===== src/rtl/dsp_shift_pkg.sv =====
// -----------------------------------------------------------------------------
// dsp_shift_pkg
// Shared definitions for the DSP shift datapath.
//   - rshift_state_e : FSM state encoding of the sequential right shifter
//   - DEF_WIDTH      : default operand/result width (shared with the left shifter users)
//   - DEF_SHAMT_W    : default shift-amount width
// -----------------------------------------------------------------------------
package dsp_shift_pkg;

  localparam int DEF_WIDTH   = 8;
  localparam int DEF_SHAMT_W = 3;

  // Explicit encodings keep the state values stable for legacy tooling.
  typedef enum logic [1:0] {
    IDLE  = 2'd0,
    SHIFT = 2'd1,
    DONE  = 2'd2
  } rshift_state_e;

endpackage


===== src/rtl/right_shift_unit_if.sv =====
// -----------------------------------------------------------------------------
// right_shift_unit_if
// Request/response bundle of the sequential right shifter.
//   Start  : request strobe (master -> slave)
//   In1    : operand, WIDTH bits
//   Amount : shift count, SHAMT_W bits
//   Arith  : 1 = sign fill, 0 = zero fill
//   Out    : result, WIDTH bits (slave -> master)
//   Carry  : last bit shifted out
//   Busy   : operation in progress
//   Done   : one-cycle completion pulse
//   Sticky : OR of all shifted-out bits (only when RSHIFT_STICKY_EN is defined)
// Modports: master (requester), slave (right_shift_unit).
// -----------------------------------------------------------------------------
interface right_shift_unit_if
  import dsp_shift_pkg::*;
#(
  parameter int WIDTH   = DEF_WIDTH,
  parameter int SHAMT_W = DEF_SHAMT_W
);

  logic               Start;
  logic [WIDTH-1:0]   In1;
  logic [SHAMT_W-1:0] Amount;
  logic               Arith;
  logic [WIDTH-1:0]   Out;
  logic               Carry;
  logic               Busy;
  logic               Done;
`ifdef RSHIFT_STICKY_EN
  logic               Sticky;

  modport master (
    output Start, In1, Amount, Arith,
    input  Out, Carry, Busy, Done, Sticky
  );

  modport slave (
    input  Start, In1, Amount, Arith,
    output Out, Carry, Busy, Done, Sticky
  );
`else
  modport master (
    output Start, In1, Amount, Arith,
    input  Out, Carry, Busy, Done
  );

  modport slave (
    input  Start, In1, Amount, Arith,
    output Out, Carry, Busy, Done
  );
`endif

endinterface


===== src/rtl/right_shift_unit_rshift_step.sv =====
// -----------------------------------------------------------------------------
// rshift_step
// Combinational one-bit right-shift stage.
//   work      in  WIDTH : current value
//   arith     in  1     : 1 = replicate MSB, 0 = shift in zero
//   next_work out WIDTH : value shifted right by one
//   bit_out   out 1     : bit leaving at the LSB
// -----------------------------------------------------------------------------
module rshift_step #(
  parameter int WIDTH = 8
) (
  input  logic [WIDTH-1:0] work,
  input  logic             arith,
  output logic [WIDTH-1:0] next_work,
  output logic             bit_out
);

  logic fill_s;

  // One-position shift with sign or zero fill.
  always_comb begin
    fill_s    = arith & work[WIDTH-1];
    next_work = {fill_s, work[WIDTH-1:1]};
    bit_out   = work[0];
  end

endmodule


===== src/rtl/right_shift_unit.sv =====
// -----------------------------------------------------------------------------
// right_shift_unit
// Sequential right shifter, one bit per clock, logical or arithmetic.
// Ports:
//   clk   in  : rising-edge clock
//   rst_n in  : asynchronous active-low reset
//   bus   slave modport of right_shift_unit_if
//         (Start/In1/Amount/Arith in; Out/Carry/Busy/Done[/Sticky] out)
// Optional feature macro: RSHIFT_STICKY_EN adds the Sticky output, the OR of
// every bit shifted out during the operation.
// Latency: request accepted at edge k, Done high after edge k+Amount.
// -----------------------------------------------------------------------------
module right_shift_unit
  import dsp_shift_pkg::*;
#(
  parameter int WIDTH   = DEF_WIDTH,
  parameter int SHAMT_W = DEF_SHAMT_W
) (
  input logic               clk,
  input logic               rst_n,
  right_shift_unit_if.slave bus
);

  localparam logic [SHAMT_W-1:0] CNT_ONE  = SHAMT_W'(1);
  localparam logic [SHAMT_W-1:0] CNT_ZERO = SHAMT_W'(0);

  rshift_state_e      state_r;
  logic [WIDTH-1:0]   work_r;
  logic [SHAMT_W-1:0] cnt_r;
  logic               arith_r;
  logic [WIDTH-1:0]   out_r;
  logic               carry_r;
  logic               busy_r;
  logic               done_r;
  logic [WIDTH-1:0]   next_work_s;
  logic               bit_out_s;
`ifdef RSHIFT_STICKY_EN
  logic               sticky_acc_r;
  logic               sticky_r;
`endif

  rshift_step #(
    .WIDTH (WIDTH)
  ) u_step (
    .work      (work_r),
    .arith     (arith_r),
    .next_work (next_work_s),
    .bit_out   (bit_out_s)
  );

  // FSM, work register, counter and published results.
  always_ff @(posedge clk or negedge rst_n) begin
    if (!rst_n) begin
      state_r      <= IDLE;
      work_r       <= '0;
      cnt_r        <= '0;
      arith_r      <= 1'b0;
      out_r        <= '0;
      carry_r      <= 1'b0;
      busy_r       <= 1'b0;
      done_r       <= 1'b0;
`ifdef RSHIFT_STICKY_EN
      sticky_acc_r <= 1'b0;
      sticky_r     <= 1'b0;
`endif
    end else begin
      case (state_r)
        IDLE: begin
          if (bus.Start) begin
            work_r       <= bus.In1;
            cnt_r        <= bus.Amount;
            arith_r      <= bus.Arith;
            busy_r       <= 1'b1;
`ifdef RSHIFT_STICKY_EN
            sticky_acc_r <= 1'b0;
`endif
            if (bus.Amount == CNT_ZERO) begin
              // Nothing to shift: publish the operand unchanged right away.
              state_r  <= DONE;
              out_r    <= bus.In1;
              carry_r  <= 1'b0;
              done_r   <= 1'b1;
`ifdef RSHIFT_STICKY_EN
              sticky_r <= 1'b0;
`endif
            end else begin
              state_r <= SHIFT;
            end
          end else begin
            state_r <= IDLE;
          end
        end

        SHIFT: begin
          work_r       <= next_work_s;
          cnt_r        <= cnt_r - CNT_ONE;
`ifdef RSHIFT_STICKY_EN
          sticky_acc_r <= sticky_acc_r | bit_out_s;
`endif
          if (cnt_r == CNT_ONE) begin
            // Final shift: results are taken straight from the step output so
            // Out/Carry only ever change on entry to DONE.
            state_r  <= DONE;
            out_r    <= next_work_s;
            carry_r  <= bit_out_s;
            done_r   <= 1'b1;
`ifdef RSHIFT_STICKY_EN
            sticky_r <= sticky_acc_r | bit_out_s;
`endif
          end else begin
            state_r <= SHIFT;
          end
        end

        DONE: begin
          state_r <= IDLE;
          done_r  <= 1'b0;
          busy_r  <= 1'b0;
        end

        default: begin
          state_r <= IDLE;
          done_r  <= 1'b0;
          busy_r  <= 1'b0;
        end
      endcase
    end
  end

  assign bus.Out    = out_r;
  assign bus.Carry  = carry_r;
  assign bus.Busy   = busy_r;
  assign bus.Done   = done_r;
`ifdef RSHIFT_STICKY_EN
  assign bus.Sticky = sticky_r;
`endif

endmodule

===== src/flat_wrapper.sv =====
// flat-port wrapper written by rule: the top's interface ports become plain ports
module right_shift_unit_flat import dsp_shift_pkg::*;
#(
  parameter int WIDTH   = DEF_WIDTH,
  parameter int SHAMT_W = DEF_SHAMT_W
)
  (clk, rst_n, bus_Start, bus_In1, bus_Amount, bus_Arith, bus_Out, bus_Carry, bus_Busy, bus_Done);
  right_shift_unit_if #(.WIDTH(WIDTH), .SHAMT_W(SHAMT_W)) bus_i ();
  input logic clk;
  input logic rst_n;
  input wire logic [$bits(bus_i.Start)-1:0] bus_Start;
  input wire logic [$bits(bus_i.In1)-1:0] bus_In1;
  input wire logic [$bits(bus_i.Amount)-1:0] bus_Amount;
  input wire logic [$bits(bus_i.Arith)-1:0] bus_Arith;
  output wire logic [$bits(bus_i.Out)-1:0] bus_Out;
  output wire logic [$bits(bus_i.Carry)-1:0] bus_Carry;
  output wire logic [$bits(bus_i.Busy)-1:0] bus_Busy;
  output wire logic [$bits(bus_i.Done)-1:0] bus_Done;
  assign bus_i.Start = bus_Start;
  assign bus_i.In1 = bus_In1;
  assign bus_i.Amount = bus_Amount;
  assign bus_i.Arith = bus_Arith;
  assign bus_Out = bus_i.Out;
  assign bus_Carry = bus_i.Carry;
  assign bus_Busy = bus_i.Busy;
  assign bus_Done = bus_i.Done;
  right_shift_unit #(.WIDTH(WIDTH), .SHAMT_W(SHAMT_W)) u_core (.clk(clk), .rst_n(rst_n), .bus(bus_i));
endmodule

===== config.mk =====
export PLATFORM = sky130hd
export DESIGN_NAME = right_shift_unit_flat
export DESIGN_NICKNAME = d
export VERILOG_FILES = /design/src/rtl/dsp_shift_pkg.sv /design/src/rtl/right_shift_unit_if.sv /design/src/rtl/right_shift_unit_rshift_step.sv /design/src/rtl/right_shift_unit.sv /design/src/flat_wrapper.sv
export SDC_FILE = /design/constraint.sdc
export NUM_CORES = 1
export LEC_CHECK = 0
export ABC_AREA = 1
export CAP_MARGIN = 20
export CORE_UTILIZATION = 53
export DETAILED_ROUTE_END_ITERATION = 10
export PLACE_DENSITY = 0.83
export SLEW_MARGIN = 20
export SYNTH_ARGS = -nofsm -noshare
export SYNTH_HDL_FRONTEND = slang
export SYNTH_SLANG_ARGS = --single-unit

===== constraint.sdc =====
create_clock -name clk -period 2.6 [get_ports clk]
set_clock_uncertainty 0.2 [all_clocks]
set_input_delay 0.26 -clock clk [delete_from_list [all_inputs] [get_ports clk]]
set_output_delay 0.26 -clock clk [all_outputs]
set_load 0.02 [all_outputs]

* Word level (Yosys, flattened, before mapping)
Index checks and enable logic that the tools add are counted.
** Cells by class
- Multiplexer cells :: 22
- $lt $le $gt $ge :: 0
- Reduce and logical (&&, ||, !) cells :: 8
- Bitwise gates (word level) :: 2
- Equality and inequality tests :: 5
- Shifts and indexed selects :: 0
- Div/mod/pow operators :: 0
- Multipliers :: 0
- Add/sub/neg operators :: 1
** Operator list (count)
- 8-bit two-way mux :: 4
- 8-bit case mux with 2 select lines :: 2
- 1-bit two-way mux :: 7
- 2-bit two-way mux :: 3
- 1-bit case mux with 2 select lines :: 3
- 3-bit case mux with 2 select lines :: 1
- 2-bit AND reduction :: 3
- 2-bit by 1-bit inequality test with 1-bit output, second input constant :: 2
- 2-bit case mux with 2 select lines :: 1
- 4-bit AND reduction :: 1
- 3-bit by 1-bit == test with 1-bit output, second input constant :: 1
- 3-bit zero test :: 1
- 3-bit two-way mux :: 1
- 3-bit AND reduction :: 1
- 3-bit by 1-bit subtractor with 3-bit output, second input constant :: 1
- 2-bit by 1-bit == test with 1-bit output, second input constant :: 1
- 2-bit zero test :: 1
- 2-bit inequality test, second input constant :: 1
- 2-bit nonzero test :: 1
- 1-bit bitwise AND :: 1
- 1-bit inverter :: 1
** Storage, ports and cells
- Input port bits :: 15
- Memories :: 0
- Output and inout port bits :: 11
- ROM bits :: 0
- Register bits :: 25
- Memory bits (writable) :: 0
- Latch bits :: 0

* Longest topological paths before layout
Gate-level depths: netlist of run 1.
- Depth in word-level cells :: 4
- Mapped depth :: 8
- Mapped depth without buffers :: 8

* Modules after synthesis
A second synthesis of run 1 with hierarchy kept.
** Unflattened totals
- Cells, all modules :: 166
- Area total of the unflattened synthesis :: 1265.0 µm²
** Modules (own cells, without submodules)
- right_shift_unit :: cells an instance 155, area an instance 1189.9 µm², instances 1
- rshift_step :: cells an instance 11, area an instance 75.1 µm², instances 1

* Worst setup path after synthesis of run 1
Ideal clock, no wire load.
- Path kind :: reg-to-reg
- Start :: register u_core.cnt_r[0]
- End :: register u_core.out_r[2], in the netlist u_core.bus.Out[2]
- Setup time :: 117 ps
- Slack :: 1266 ps
- Path buffers :: 0
- Arrival time :: 1017 ps
- Stages on the path, launching flop included :: 8
- Path through :: dfrtp_1 ha_1 nand2_1 inv_1 nand2_2 nand2_4 nand2_1 nand2_1
** Between the ends
- Word-level cells in the longest chain between the ends :: 3
** RTL lines
- start: declaration :: line right_shift_unit.sv:29 : logic [SHAMT_W-1:0] cnt_r;
- start signal: assignment :: line right_shift_unit.sv:71 : cnt_r <= bus.Amount;
- start signal: assignment :: line right_shift_unit.sv:96 : cnt_r <= cnt_r - CNT_ONE;
- 3-bit by 1-bit == test with 1-bit output :: line right_shift_unit.sv:100 : if (cnt_r == CNT_ONE) begin
- 2-bit by 1-bit inequality test with 1-bit output (no source line)
- 4-bit AND reduction (no source line)
- end signal: assignment :: line right_shift_unit.sv:80 : out_r <= bus.In1;
- end signal: assignment :: line right_shift_unit.sv:104 : out_r <= next_work_s;
- end: declaration :: line right_shift_unit.sv:31 : logic [WIDTH-1:0] out_r;
No other way between the ends.
A chain may end at the register's enable or synchronous reset.

* Final worst setup path of run 1
- Start :: register u_core.out_r[1], in the netlist u_core.bus.Out[1]
- End :: output port bus_Out[1]
** RTL lines
- end: declaration :: line flat_wrapper.sv:15 : output wire logic [$bits(bus_i.Out)-1:0] bus_Out;
No word-level cell between the ends.

==> results of run 1 <==
Yosys cell counts:
cell type,n,area [um^2]
nor2_1,1,3.75
o21ai_2,4,35.0
nand2_1,53,199
nor2_4,1,11.3
inv_1,15,56.3
o21ai_1,13,65.1
nand3_1,16,80.1
nor2_2,2,12.5
inv_2,2,7.51
or2_2,1,6.26
nand2_2,2,12.5
buf_8,1,15.0
buf_6,2,22.5
nand2_4,4,45.0
dfrtp_1,25,626
o21ai_0,3,15.0
ha_1,2,25.0
worst min-delay path by stage:
stage	startpoint	end	slack (ns)	depth (start not counted)
floorplan	rst_n	u_core.arith_r	-0.24	0
global placement	u_core.bus.Done	u_core.bus.Done	0.26	2
detailed placement	u_core.bus.Done	u_core.bus.Done	0.27	2
CTS	rst_n	u_core.state_r[0]	0.07	2
global route	rst_n	u_core.work_r[5]	0.12	2
finish	rst_n	u_core.state_r[0]	0.07	2
layer usage:
layer  global-route usage (%)  part of all wire (%)
met1                     28.5                    44
met2                     39.3                    52
met3                     1.82                   2.9
met4                     11.1                   1.8
met5                        0                     0
cell type report:
cell class | instances | area, um^2
Sequential cell | 25 | 626
Multi-Input combinational cell | 102 | 510
Fill cell | 182 | 689
Clock buffer | 3 | 22.5
Clock inverter | 1 | 7.51
Timing Repair Buffer | 26 | 258
Tap cell | 28 | 35.0
Inverter | 17 | 63.8
per-stage QoR:
stage / utilization, % / setup slack (ns) / power (mW) / cells / hold WS [ns]
final: 68.8 / 0.813 / 1.85 / 202 / 0.0734
after global routing: 68.8 / 0.767 / 2.02 / 202 / 0.119
after CTS: 68.8 / 0.803 / 1.87 / 202 / 0.0741
after detailed placement: 67.5 / 0.927 / 1.69 / 198 / 0.269
after global placement: 67.5 / 0.956 / 1.65 / 198 / 0.262
after floorplan: - / 1.27 / 1.43 / 147 / -0.236
state kept, by name, summed over array words and instances, names as in the netlist:
name,count
u_core.bus.Out,8
u_core.work_r,8
u_core.cnt_r,3
u_core.state_r,2
u_core.arith_r,1
u_core.bus.Busy,1
u_core.bus.Carry,1
u_core.bus.Done,1
power by group:
| group | internal [mW] | switching [mW] | leakage (nW) |
|---|---|---|---|
| clock network | 0.0588 | 0.118 | 0.0139 |
| logic | 0.386 | 0.614 | 0.444 |
| registers | 0.570 | 0.101 | 0.312 |
cells by family (layout without fill, tap and decap cells):
group	after synthesis	after routing	synth area share (%)
AO/OA/AOI/OAI	20	20	9.30
adder cells (fa/ha/maj)	2	2	2.02
buffers and inverters	20	47	8.19
flip-flops	25	25	50.6
AND/OR/NAND/NOR	80	80	29.9
==> summary.md, run 1 <==
| Metric | Value |
|---|---|
| CP endpoint | `bus_Out[1]` |
| Crit path time final | `1.79 ns` |
| Overall Global Routing Usage | `22.7%` |
| Initial drt markers | `25` |
| Top Ports | `26` |
| Post-Syn Area per Cell | `8.42 um^2` |
| Unrepaired setup endpoints after global routing | `no` |
| First-pass GRT wire length | `4.23 mm` |
| Ys Warns | `0` |
| CP Depth | `1` |
| CTS tree | `built` |
| Crit path max-delay family | `buffers and inverters` |
| Root Driver | `clkbuf_4` |
| Avg WL per Cell | `11.6 um` |
| Crit path launch type | `flop` |
| DIE WIDTH | `50.3 um` |
| Max Slew Vio Count | `0` |
| Residual DRC | `0` |
| Slowest stage delay, CP | `0.61 ns` |
| FF-to-FF Start | `u_core.cnt_r[0]` |
| Min-delay worst type | `input port to async pin` |
| DRT Wirelength | `2.34 mm` |
| H-tree level count | `1` |
| Critical Path RT | `2.14 ns` |
| Post-synthesis sequential area ratio | `50.6%` |
| Port bufs | `25` |
| Mapped Nets | `164` |
| # rows | `17` |
| Power density cells | `1210 mW/mm^2` |
| Post-DP HPWL | `1.80 mm` |
| Most common cell after layout, fill and taps aside | `nand2_1` |
| Outcome | `finished clean` |
| Crit path capture type | `output port` |
| Syn Std Cell Area | `0.00124 mm^2` |
| Worst Path Buf+Inv | `1` |
| Sink Count | `25` |
| GP Congestion | `0.791` |
| F_max | `560 MHz` |
| Share of cells above drive strength 1 | `12.1%` |
| VDD IR max | `0.000747 V` |
| Setup violations, final | `0` |
| Slowest cell on the critical path | `clkdlybuf4s50_1` |
| Setup_tns | `0 ns` |
| Post-synthesis cell type count | `17` |
| Clk Latency, worst-skew pair | `0.32 ns` |
| CP cell instances | `clkdlybuf4s50_1` |
| Reg-to-Reg End | `u_core.bus.Out[7]` |
| Data arrival time of the worst path | `1.33 ns` |
| Reg2Reg Depth | `7` |
| Die Ht | `50.3 um` |
| Initial core utilization | `55.9%` |
| Final ANT Viol Nets | `0` |
| Setup bufs post-CTS | `0` |
| DR pass1 iterations | `5` |
| GRT overflow | `0` |
| Full die area | `0.00253 mm^2` |
| Post-CTS sizing | `0` |
| Final Hold Viols | `0` |
| Via count | `1015` |
| Layout Nets | `192` |
| Initial antenna violation count | `0` |
| Slew HR | `79.3%` |
| Post-CTS Hold Fix Bufs | `0` |
| Yosys reg bits | `25` |
| CTS max path bufs | `2` |
| Reg2reg setup slack | `1.13 ns` |
| Final Cell Area | `0.00152 mm^2` |
| Area growth syn-to-layout | `23.1%` |
| Worst setup startpoint | `u_core.bus.Out[1]` |
| Inserted Clock Buffers | `3` |
| Number of max-cap violations | `0` |
| Cell leakage power | `0.770 nW` |
| Largest net degree at the start of global routing | `26` |
| Worst-Margin Slew | `0.310 ns` |
| N_diodes | `0` |
| CTS clock-pin slew for the worst setup and hold paths | `0.14 ns` |
| Vias per std cell | `5.02` |
| Setup CP Type | `flop to output port` |
| CP Max Fanout | `2` |
| Core footprint | `0.00221 mm^2` |
| Vias in the first global route | `982` |
| Dpl cell area | `0.00149 mm^2` |
| Final Cycle Share | `68.7%` |
| Syn Inst Count | `147` |
| Most frequent cells in the layout | `nand2_1 (53), clkdlybuf4s50_1 (25), dfrtp_1 (25), nand3_1 (16), inv_1 (15)` |
No activity file was read; power rests on OpenSTA's default activity.
==> run 2, diff against run 1 <==
--- a/config.mk
+++ b/config.mk
@@ -7,9 +7,9 @@
 export LEC_CHECK = 0
 export ABC_AREA = 1
 export CAP_MARGIN = 20
-export CORE_UTILIZATION = 53
+export CORE_UTILIZATION = 49
 export DETAILED_ROUTE_END_ITERATION = 10
-export PLACE_DENSITY = 0.83
+export PLACE_DENSITY = 0.77
 export SLEW_MARGIN = 20
 export SYNTH_ARGS = -nofsm -noshare
 export SYNTH_HDL_FRONTEND = slang
==> constraint.sdc (replaced) <==
create_clock -name clk -period 1.8 [get_ports clk]
set_clock_uncertainty 0.2 [all_clocks]
set_input_delay 0.18 -clock clk [delete_from_list [all_inputs] [get_ports clk]]
set_output_delay 0.18 -clock clk [all_outputs]
set_load 0.02 [all_outputs]
==> summary.md, run 2 (same netlist as run 1, synthesis figures left out) <==
| Metric | Value |
|---|---|
| Outcome | `finished clean` |
| Number of max-cap violations | `0` |
| Area growth syn-to-layout | `22.9%` |
| Initial antenna violation count | `0` |
| Sink Count | `25` |
| Min-delay worst type | `input port to async pin` |
| N_diodes | `0` |
| DIE WIDTH | `52.3 um` |
| Post-DP HPWL | `1.83 mm` |
| Avg WL per Cell | `11.8 um` |
| Slew HR | `78.0%` |
| Via count | `1028` |
| GRT overflow | `0` |
| Setup violations, final | `0` |
| VDD IR max | `0.000906 V` |
| Vias in the first global route | `954` |
| CP cell instances | `clkdlybuf4s50_1` |
| GP Congestion | `0.778` |
| Slowest cell on the critical path | `clkdlybuf4s50_1` |
| Post-CTS Hold Fix Bufs | `0` |
| CTS max path bufs | `2` |
| Crit path capture type | `output port` |
| Final Hold Viols | `0` |
| Root Driver | `clkbuf_4` |
| CTS tree | `built` |
| Vias per std cell | `5.09` |
| Initial drt markers | `16` |
| Final worst setup slack | `0.123 ns` |
| # placed instances | `198` |
| Inserted Clock Buffers | `3` |
| Setup_tns | `0 ns` |
| Power density cells | `1750 mW/mm^2` |
| Unrepaired setup endpoints after global routing | `no` |
| Crit path time final | `1.68 ns` |
| Most common cell after layout, fill and taps aside | `nand2_1` |
| Full die area | `0.00273 mm^2` |
| Crit path launch type | `flop` |
| Worst Path Buf+Inv | `1` |
| Top Ports | `26` |
| Slowest stage delay, CP | `0.61 ns` |
| Cell leakage power | `0.774 nW` |
| Clk Latency, worst-skew pair | `0.31 ns` |
| Setup bufs post-CTS | `0` |
| CTS clock-pin slew for the worst setup and hold paths | `0.14 ns` |
| Overall Global Routing Usage | `20.3%` |
| Finished Layout Cells | `202` |
| Final Cycle Share | `93.2%` |
| Most frequent cells in the layout | `nand2_1 (53), clkdlybuf4s50_1 (25), dfrtp_1 (25), nand3_1 (16), inv_1 (15)` |
| Share of cells above drive strength 1 | `12.1%` |
| Worst-Margin Slew | `0.330 ns` |
| Max Slew Vio Count | `0` |
| Final Cell Area | `0.00152 mm^2` |
| CP Max Fanout | `2` |
| Setup CP Type | `flop to output port` |
| Dpl cell area | `0.00149 mm^2` |
| H-tree level count | `1` |
| Largest net degree at the start of global routing | `26` |
| Die Ht | `52.3 um` |
| Initial core utilization | `53.9%` |
| Total power | `2.66 mW` |
| First-pass GRT wire length | `4.12 mm` |
| Core footprint | `0.00230 mm^2` |
| Port bufs | `25` |
| Critical Path RT | `1.42 ns` |
| Residual DRC | `0` |
| Data arrival time of the worst path | `1.30 ns` |
| Post-CTS sizing | `0` |
| F_max | `596 MHz` |
| Crit path max-delay family | `buffers and inverters` |
| DP Worst Slack | `0.171 ns` |
| Layout Nets | `192` |
| DRT Wirelength | `2.39 mm` |
| Final ANT Viol Nets | `0` |
| DR pass1 iterations | `4` |
| # rows | `17` |
-- run 2: cell types whose count changed in the layout (fill, tap and decap cells not counted) --
cell,delta
clkinv_2,+1
clkinvlp_4,-1
-- run 2: per-layer routing --
layer	wire, um	vias to the layer above	track usage [%]
met1	1150	488	27.3
li1	-	516	-
met3	96	2	2.61
met2	1130	22	34.6
met4	16	0	5.26
met5	0	-	0
-- run 2: area by class of cell --
cell class	instances	area, um^2
Fill cell	219	777
Timing Repair Buffer	26	258
Tap cell	28	35.0
Sequential cell	25	626
Multi-Input combinational cell	102	510
Clock inverter	1	5.00
Inverter	17	63.8
Clock buffer	3	22.5
-- run 2: per-stage QoR --
| step | util (%) | hold WS (ns) |
|---|---|---|
| 2_1_floorplan | - | -0.316 |
| 3_3_place_gp | 65.0 | 0.265 |
| 3_5_place_dp | 65.0 | 0.268 |
| 4_1_cts | 66.2 | 0.0174 |
| 5_1_grt | 66.2 | 0.0508 |
| 6_report | 66.2 | 0.00957 |
-- run 2: where the power goes --
group	switching, mW	internal [mW]	leakage (nW)
clock	0.171	0.0830	0.0177
sequential	0.139	0.823	0.312
combinational	0.888	0.561	0.444
total	1.20	1.47	0.774
-- run 2: path summary, 6_finish.rpt --
check	depth (start not counted)	from	slack (ns)	end
worst max-delay path	1	u_core.bus.Busy	0.12	bus_Busy
min in group clk	3	bus_Arith	0.25	u_core.arith_r
max in group asynchronous	2	rst_n	1.15	u_core.state_r[1]
worst max register to register	7	u_core.cnt_r[0]	0.28	u_core.bus.Out[4]
worst min register to register	2	u_core.bus.Done	0.30	u_core.bus.Done
worst min-delay path	2	rst_n	0.01	u_core.state_r[0]
